### src/rtl/mem_port_arbiter.sv
// mem_port_arbiter: shares the single synchronous memory port between the core
// path (core_*) and an auxiliary master (aux_*). Fixed core-first priority, an
// aux ownership lock for multi-beat sequences, and one-cycle read response routing.
// Optional build macro MEM_ARB_FAIR_EN adds a starvation counter that forces an
// aux grant after STARVE_LIMIT consecutive contested core grants.

module mem_port_arbiter #(
    parameter int unsigned STARVE_LIMIT = 4
) (
    input  logic        clk,
    input  logic        reset,

    input  logic        core_req,
    input  logic        core_wen,
    input  logic [31:0] core_addr,
    input  logic [2:0]  core_func3,
    input  logic [31:0] core_wd,
    output logic        core_gnt,
    output logic        core_rvalid,
    output logic [31:0] core_rd,

    input  logic        aux_req,
    input  logic        aux_wen,
    input  logic [31:0] aux_addr,
    input  logic [2:0]  aux_func3,
    input  logic [31:0] aux_wd,
    input  logic        aux_lock,
    output logic        aux_gnt,
    output logic        aux_rvalid,
    output logic [31:0] aux_rd,

    output logic        mem_wen,
    output logic [31:0] mem_addr,
    output logic [2:0]  mem_func3,
    output logic [31:0] mem_wd,
    input  logic [31:0] mem_rd
);

    typedef enum logic [1:0] {
        RspNone,
        RspCore,
        RspAux
    } rsp_owner_e;

    localparam logic [2:0] Func3Idle = 3'b010;

    rsp_owner_e  rsp_owner_q, rsp_owner_d;
    logic        locked_q, locked_d;
    logic [31:0] addr_q, addr_d;
    logic        core_block;
    logic        aux_force;

    // The lock only blocks the core while aux keeps aux_lock high; dropping it
    // releases the port in the same cycle.
    assign core_block = locked_q & aux_lock;

`ifdef MEM_ARB_FAIR_EN
    localparam logic [3:0] StarveLimit = 4'(STARVE_LIMIT);

    logic [3:0] starve_cnt_q, starve_cnt_d;

    assign aux_force = aux_req & (starve_cnt_q == StarveLimit);

    // Count core grants won while aux waits; any aux grant or aux going idle clears.
    always_comb begin
        starve_cnt_d = starve_cnt_q;
        if (aux_gnt || !aux_req) begin
            starve_cnt_d = 4'd0;
        end else if (core_gnt) begin
            starve_cnt_d = starve_cnt_q + 4'd1;
        end
    end

    // Starvation counter register.
    always_ff @(posedge clk) begin
        if (reset) begin
            starve_cnt_q <= 4'd0;
        end else begin
            starve_cnt_q <= starve_cnt_d;
        end
    end
`else
    logic unused_starve_limit;

    assign aux_force           = 1'b0;
    assign unused_starve_limit = ^(4'(STARVE_LIMIT));
`endif

    // Grant decision: lock and starvation force override core-first priority.
    always_comb begin
        core_gnt = 1'b0;
        aux_gnt  = 1'b0;
        if (!reset) begin
            if (core_req && !core_block && !aux_force) begin
                core_gnt = 1'b1;
            end else if (aux_req) begin
                aux_gnt = 1'b1;
            end
        end
    end

    // Port mux; with no grant the address holds so memory sees no change.
    always_comb begin
        mem_wen   = 1'b0;
        mem_addr  = addr_q;
        mem_func3 = Func3Idle;
        mem_wd    = 32'd0;
        addr_d    = addr_q;
        if (core_gnt) begin
            mem_wen   = core_wen;
            mem_addr  = core_addr;
            mem_func3 = core_func3;
            mem_wd    = core_wd;
            addr_d    = core_addr;
        end else if (aux_gnt) begin
            mem_wen   = aux_wen;
            mem_addr  = aux_addr;
            mem_func3 = aux_func3;
            mem_wd    = aux_wd;
            addr_d    = aux_addr;
        end
    end

    // Next lock and response owner.
    always_comb begin
        locked_d    = aux_lock & (locked_q | aux_gnt);
        rsp_owner_d = RspNone;
        if (core_gnt && !core_wen) begin
            rsp_owner_d = RspCore;
        end else if (aux_gnt && !aux_wen) begin
            rsp_owner_d = RspAux;
        end
    end

    // State registers.
    always_ff @(posedge clk) begin
        if (reset) begin
            rsp_owner_q <= RspNone;
            locked_q    <= 1'b0;
            addr_q      <= 32'd0;
        end else begin
            rsp_owner_q <= rsp_owner_d;
            locked_q    <= locked_d;
            addr_q      <= addr_d;
        end
    end

    // Reset drops any in-flight response immediately.
    assign core_rvalid = (rsp_owner_q == RspCore) & ~reset;
    assign aux_rvalid  = (rsp_owner_q == RspAux) & ~reset;
    assign core_rd     = mem_rd;
    assign aux_rd      = mem_rd;

endmodule

### config.mk
export PLATFORM = sky130hd
export DESIGN_NAME = mem_port_arbiter
export DESIGN_NICKNAME = d
export VERILOG_FILES = /design/src/rtl/mem_port_arbiter.sv
export SDC_FILE = /design/constraint.sdc
export NUM_CORES = 1
export LEC_CHECK = 0
export ABC_AREA = 1
export CAP_MARGIN = 20
export CORE_AREA = 2 2 121 123
export DETAILED_ROUTE_END_ITERATION = 16
export DIE_AREA = 0 0 123 125
export GPL_ROUTABILITY_DRIVEN = 0
export GPL_TIMING_DRIVEN = 1
export PLACE_DENSITY = 0.65
export SLEW_MARGIN = 0
export SYNTH_ARGS = -nofsm -noshare
export SYNTH_HDL_FRONTEND = slang
export SYNTH_SLANG_ARGS = --single-unit
export TNS_END_PERCENT = 100
### constraint.sdc
create_clock -name clk -period 2.95 [get_ports clk]
set_clock_uncertainty 0.1 [all_clocks]
set_input_delay 0.59 -clock clk [delete_from_list [all_inputs] [get_ports clk]]
set_output_delay 0.59 -clock clk [all_outputs]
set_load 0.1 [all_outputs]
Word level (Yosys, flattened, before mapping):

Cells that the tools add are included.
Widths: inputs -> output; s select.

* $add $sub $neg: 0
* $mul: 0
* divide/modulo/power cells: 0
* order comparisons: 0
* equality and inequality tests: 2
* shift-type cells: 0
* multiplexer cells: 15
* bitwise logic cells: 6
* reduce and logical (&&, ||, !) cells: 7

Operator list (count)
* $mux 32: 4
* $mux 1: 8
* $mux 3: 2
* $and 1x1->1: 4
* $logic_and 1x1->1: 3
* $logic_not 1->1: 3
* $eq 2x1->1 const B: 1
* $eq 2x2->1 const B: 1
* $mux 2: 1
* $reduce_or 2->1: 1
* $not 1->1: 1
* $or 1x1->1: 1

* register bits: 35
* bits in latches: 0
* bits in writable memories: 0
* bits in read-only memories: 0
* bits of input ports: 173
* output and inout port bits: 136
* word-level logic and storage cells: 34
* memories kept: 0

Longest topological paths before layout:

Gate-level depths: netlist (run 1).

* depth in word-level cells: 8
* mapped depth: 9
* mapped depth without buffers: 7

Least setup slack after synthesis (run 1):

OpenSTA, ideal clock, no wires.

* path kind: input-to-output
* start point: input port reset
* end point: output port aux_rvalid
* arrival time: 2782 ps
* required time: 2260 ps
* path slack: -522 ps
* stages on the path: 2
* path buffers: 1
* path through: buf_6 > nor3_1

* word-level cells in the longest chain between the ends: 2

Ends and longest elaborated chain
* from (decl): RTL line 11 `input logic reset,`
* $not 1->1: RTL line 150 `assign aux_rvalid = (rsp_owner_q == RspAux) & ~reset;`
* $and 1x1->1: RTL line 150
* to (decl): RTL line 29 `output logic aux_rvalid,`

No other way between the ends.

Worst setup path after layout (run 1):

* start point: input port aux_req
* end point: output port mem_addr[0]

* word-level cells in the longest chain between the ends: 5

Ends and longest elaborated chain
* from (decl): RTL line 22 `input logic aux_req,`
* $mux 1: RTL line 96 `end else if (aux_req) begin`
* $mux 1: RTL line 94 `if (core_req && !core_block && !aux_force) begin`
* $mux 1: RTL line 93 `if (!reset) begin`
* $mux 32: RTL line 115 `end else if (aux_gnt) begin`
* $mux 32: RTL line 109 `if (core_gnt) begin`
* to (decl): RTL line 33 `output logic [31:0] mem_addr,`

No other way between the ends.

==> results_dict.tcl, run 1 <==
set metrics [dict create \
    status "finished clean" \
    worstPathCellList "clkdlybuf4s50_1 -> nand2_4 -> buf_4 -> nand2_1 -> nand2_1 -> inv_1 -> nand2_1 -> nand2_1 -> buf_12" \
    yosysWarningCount 0 \
    num-fill-cells 1448 \
    top_layer "met4" \
    hpwl_mm 9.32 \
    worstMarginPinSlew_ns 0.461 \
    cts_tree "built" \
    dieArea_um2 15400 \
    finalSetupViolCount 0 \
    ys_seq_area_share_pct 22.7 \
    ys_types 18 \
    period_share_pct 93.5 \
    met3_length_mm 1.28 \
    die_y_um 125 \
    crit_type "in -> out" \
    peakVddDrop_mv 0.214 \
    seqCellArea_um2 701 \
    path_delay_family "buffers and inverters" \
    drv_slew 0 \
    synth_area_per_cell_um2 5.75 \
    final_common_cell "nand2_1" \
    track_usage_pct 15.2 \
    synthCells 536 \
    dp_cells 861 \
    overflow 0 \
    report.final.hold_viol_count 0 \
    numClockSinks 35 \
    diodes 0 \
    cp_data_required_time_ns 2.26 \
    fin_nets 863 \
    antenna_found_initial 0 \
    stdcell_count 875 \
    syn_nets 709 \
    crit_arrival_ns 2.07 \
    routed-wl-met2_mm 6.48 \
    multi_input_area_um2 1480 \
    postLayoutCoreUtil_pct 42.4 \
    via_count 3523 \
    met1_length_mm 5.18 \
    setup_tns_ns 0 \
    drt_iter0_drc 98 \
    drt_wl_total_mm 13.2 \
    area_delta_synth_final_pct 95.2 \
    grt_first_pass_wirelength_mm 17.8 \
    slew_headroom_pct 69.3 \
    rows 44 \
    clkLatencyLatePin_ns 0.28 \
    firstDrtPassIters 5 \
    fin_hold_ws_ns 0.445 \
    endpoint_kind "output pin" \
    start_kind "primary input" \
    fmax_mhz 363 \
    max_stage_delay_ns 0.44 \
    placed_cell_area_um2 5710 \
    power_leakage_nw 2.99 \
    ys_ff_latch 35 \
    die_w_um 123 \
    drc 0 \
    cap_violations 0 \
    drive_gt1_share_pct 16.6 \
    wl_per_cell_um 15.1 \
    cpMaxStageDelayCell "clkdlybuf4s50_1" \
    clockBufferDepth 2 \
    htree_num_levels 2 \
    io_pins 309 \
    grt_max_degree 36 \
    power_density_nw_per_um2 443 \
    layout_common_cells "nand2_1 (267), clkdlybuf4s50_1 (138), buf_12 (76), inv_1 (65), dfxtp_1 (35)" \
    hold_path.class "reg -> reg" \
    crit_fanout 32 \
    path_common_cell "nand2_1" \
    finish.instance_area_um2 6020 \
    fp.coreArea_um2 14200 \
    root_buffer "clkbuf_16" \
    cts_buffers 5 \
    routed_via_density 4.03 \
    path_buf_inv 4 \
    ant_nets 0 \
    grt_pass1_vias 3305 \
    rsz0062_at_grt "false" \
    initial_core_util_pct 21.7 \
    fin_crit_ns 2.76 \
    synthesis.area_um2 3080 \
    path_clk_slew_ns 0.06 \
    place.port_buffers 212 \
]
## layout make-up
type | instances | area share, %
Clock buffer | 5 | 2.08
Sequential cell | 35 | 11.6
Timing Repair Buffer | 237 | 52.4
Inverter | 69 | 4.59
Tap cell | 184 | 3.83
Clock inverter | 3 | 0.790
Multi-Input combinational cell | 342 | 24.6
## registers in the layout, indices dropped and copies added, names as in the netlist
name and count:
addr_q 32, locked_q 1, rsp_owner_q 2
## path summary, 6_finish.rpt
check | startpoint | endpoint | slack (ns) | cells past startpoint
max | aux_req | mem_addr[0] | 0.19 | 9
min reg2reg | locked_q | locked_q | 0.45 | 2
max reg2reg | locked_q | addr_q[2] | 1.51 | 7
min | locked_q | locked_q | 0.45 | 2
## logic make-up (layout without fill, tap and decap cells)
logic type      Yosys count  count (layout)  share of synthesized area, %
compound gates           34              34                          5.64
buf+inv                 159             314                          29.4
flops                    35              35                          22.7
simple gates            308             308                          42.2
## power breakdown
group	internal (mW)	total (mW)	leakage, nW	switching [mW]
combinational	0.589	1.51	2.62	0.920
clock	0.404	0.641	0.0844	0.237
sequential	0.508	0.516	0.289	0.00819
## stage by stage
stage               power, mW  setup WS, ns
global route             2.78        0.0733
CTS                      2.68        0.0311
floorplan                1.77        0.0448
finish                   2.67         0.193
global placement         2.01       -0.0383
detailed placement       2.02       -0.0352
## synthesized netlist by cell type (all sizes together)
library cell    n  area [um2]
a21oi          32         160
buf            87         632
clkbuf          3        11.3
dfxtp          35         701
inv            69         264
nand2         270        1020
nand3           1        17.5
nand3b         32         240
nor2            4        15.0
nor3            1        5.00
o21ai           1        5.00
o22a            1        8.76
## worst min-delay path, cell delays in order, from the launching register on
cell,delay (ns)
dfxtp_1,0.34
o21ai_0,0.10
nor2_1,0.08
## repair_timing
item / in CTS / in global routing
pin swaps: 0 / 1
gates resized for setup: 2 / 5
hold buffers: 0 / 0
cloned: 0 / 5
buffers inserted: 0 / 1
endpoints found under the setup margin: 8 / 18
## layer usage
layer,track usage [%],up-vias
li1,-,1839
met1,16.8,1510
met2,26.5,147
met3,5.84,27
met4,4.81,0
met5,0,-
Power figures use the tool's default switching activity.
==> run 2, diff against run 1 <==
--- a/config.mk
+++ b/config.mk
@@ -7,12 +7,12 @@
 export LEC_CHECK = 0
 export ABC_AREA = 1
 export CAP_MARGIN = 20
-export CORE_AREA = 2 2 121 123
+export CORE_AREA = 4 4 119 121
 export DETAILED_ROUTE_END_ITERATION = 16
 export DIE_AREA = 0 0 123 125
 export GPL_ROUTABILITY_DRIVEN = 0
 export GPL_TIMING_DRIVEN = 1
-export PLACE_DENSITY = 0.65
+export PLACE_DENSITY = 0.69
 export SLEW_MARGIN = 0
 export SYNTH_ARGS = -nofsm -noshare
 export SYNTH_HDL_FRONTEND = slang
==> results_dict.tcl, run 2 (same netlist as run 1, synthesis figures left out) <==
set metrics [dict create \
    status "finished clean" \
    power_density_nw_per_um2 438 \
    num-fill-cells 1299 \
    clockBufferDepth 2 \
    drc 0 \
    drive_gt1_share_pct 14.9 \
    setup_tns_ns 0 \
    largest_register "addr_q" \
    cts_buffers 5 \
    peakVddDrop_mv 0.240 \
    path_clk_slew_ns 0.06 \
    cap_violations 0 \
    hp-start "locked_q" \
    seqPwrFrac_pct 20.3 \
    dieArea_um2 15400 \
    reg.largest.list "addr_q (32), rsp_owner_q (2), locked_q (1)" \
    place.port_buffers 212 \
    die_y_um 125 \
    holdPathEnd "locked_q" \
    via_count 3441 \
    fin_nets 850 \
    finish.instance_area_um2 5810 \
    grt_first_pass_wirelength_mm 18.9 \
    r2r_start "locked_q" \
    p_comb_share_pct 58.0 \
    clkLatencyLatePin_ns 0.27 \
    overflow 0 \
    start_kind "primary input" \
    firstDrtPassIters 4 \
    path_common_cell "nand2_1" \
    fp.coreArea_um2 13100 \
    wl_per_cell_um 14.7 \
    diodes 0 \
    hpwl_mm 10.1 \
    initial_core_util_pct 23.6 \
    htree_num_levels 2 \
    whs_path_depth 2 \
    final_common_cell "nand2_1" \
    fmax_mhz 357 \
    crit_arrival_ns 2.11 \
    antenna_found_initial 1 \
    power_frac_clock_pct 21.7 \
    power_leakage_nw 2.87 \
    postLayoutCoreUtil_pct 44.4 \
    swShare_pct 44.3 \
    crit_type "in -> out" \
    rows 42 \
    max_stage_delay_ns 0.48 \
    endpoint_kind "output pin" \
    dp_cells 846 \
    switchingPower_mw 1.13 \
    drt_wl_total_mm 12.6 \
    intPower_mw 1.42 \
    grt_max_degree 39 \
    die_w_um 123 \
    io_pins 309 \
    cpMaxStageDelayCell "clkdlybuf4s50_1" \
    slew_headroom_pct 71.9 \
    finalSetupViolCount 0 \
    hold_path.class "reg -> reg" \
    track_usage_pct 15.7 \
    post_cts_buffers 0 \
    cp_data_required_time_ns 2.26 \
    placed_cell_area_um2 5660 \
    ant_nets 0 \
    worstMarginPinSlew_ns 0.421 \
    r2r_cells 6 \
    numClockSinks 35 \
    crit_fanout 26 \
    fin_crit_ns 2.80 \
    report.final.hold_viol_count 0 \
    reg2reg_to "addr_q[2]" \
    design_power_total_mw 2.54 \
    drt_iter0_drc 125 \
    period_share_pct 94.9 \
    layout_common_cells "nand2_1 (267), clkdlybuf4s50_1 (139), buf_12 (77), inv_1 (65), dfxtp_1 (35)" \
    worstPathCellList "clkdlybuf4s50_1 -> nand2_1 -> nand2_2 -> nand2_2 -> inv_4 -> buf_12 -> nand2_1 -> nand2_1 -> buf_12" \
    rsz0062_at_grt "false" \
    routed_via_density 4.03 \
    grt_pass1_vias 3410 \
    rrSetupSlack_ns 1.61 \
    area_delta_synth_final_pct 88.4 \
    stdcell_count 854 \
    root_buffer "clkbuf_16" \
    cts_tree "built" \
    drv_slew 0 \
    largest_reg_flops 32 \
]
## run 2: repair_timing
| item | CTS | global route |
|---|---|---|
| hold buffers | 0 | 0 |
| endpoints found under the setup margin | 0 | 44 |
| gates resized for setup | 0 | 1 |
## run 2: power groups by stage
| stage | Clock [mW] | Sequential [mW] | Combinational [mW] |
|---|---|---|---|
| after floorplan | 0 | 0.525 | 1.25 |
| after global placement | 0 | 0.526 | 1.48 |
| after detailed placement | 0 | 0.527 | 1.49 |
| after CTS | 0.572 | 0.517 | 1.49 |
| after global routing | 0.592 | 0.520 | 1.55 |
| final | 0.551 | 0.517 | 1.48 |
## run 2: worst max-delay path by stage
stage / slack [ns] / end / start
floorplan: 0.04 / mem_func3[0] / reset
global placement: 0.08 / mem_wd[18] / aux_lock
detailed placement: 0.05 / mem_wd[18] / aux_lock
CTS: 0.02 / mem_wd[18] / aux_lock
global route: 0.01 / mem_wd[13] / aux_lock
finish: 0.15 / mem_wd[18] / aux_lock
## run 2: metal layers
| layer | routed length, um | GRT usage, % | up-vias |
|---|---|---|---|
| met2 | 6340 | 27.9 | 142 |
| li1 | - | - | 1810 |
| met3 | 1230 | 5.69 | 34 |
| met4 | 262 | 3.91 | 2 |
| met5 | 13 | 0 | - |
| met1 | 4700 | 17.5 | 1453 |
## run 2: critical path: cells and delay by family
kind          cells  cell delay [ns]
simple gates      5             0.58
buf+inv           4             0.91
## run 2: per-stage QoR
step / setup slack (ns) / hold slack [ns]
after floorplan: 0.0448 / 0.374
after global placement: 0.0763 / 0.392
after detailed placement: 0.0481 / 0.396
after CTS: 0.0204 / 0.415
after global routing: 0.0115 / 0.457
final: 0.151 / 0.412
## run 2: area by class of cell
class	count	area [um2]	area share, %
sequential	35	701	12.1
multi-input combinational	342	1480	25.5
clock inverter	1	8.76	0.151
clock buffer	7	143	2.46
inverter	69	264	4.54
tap	176	220	3.79
timing repair buffer	224	2990	51.5
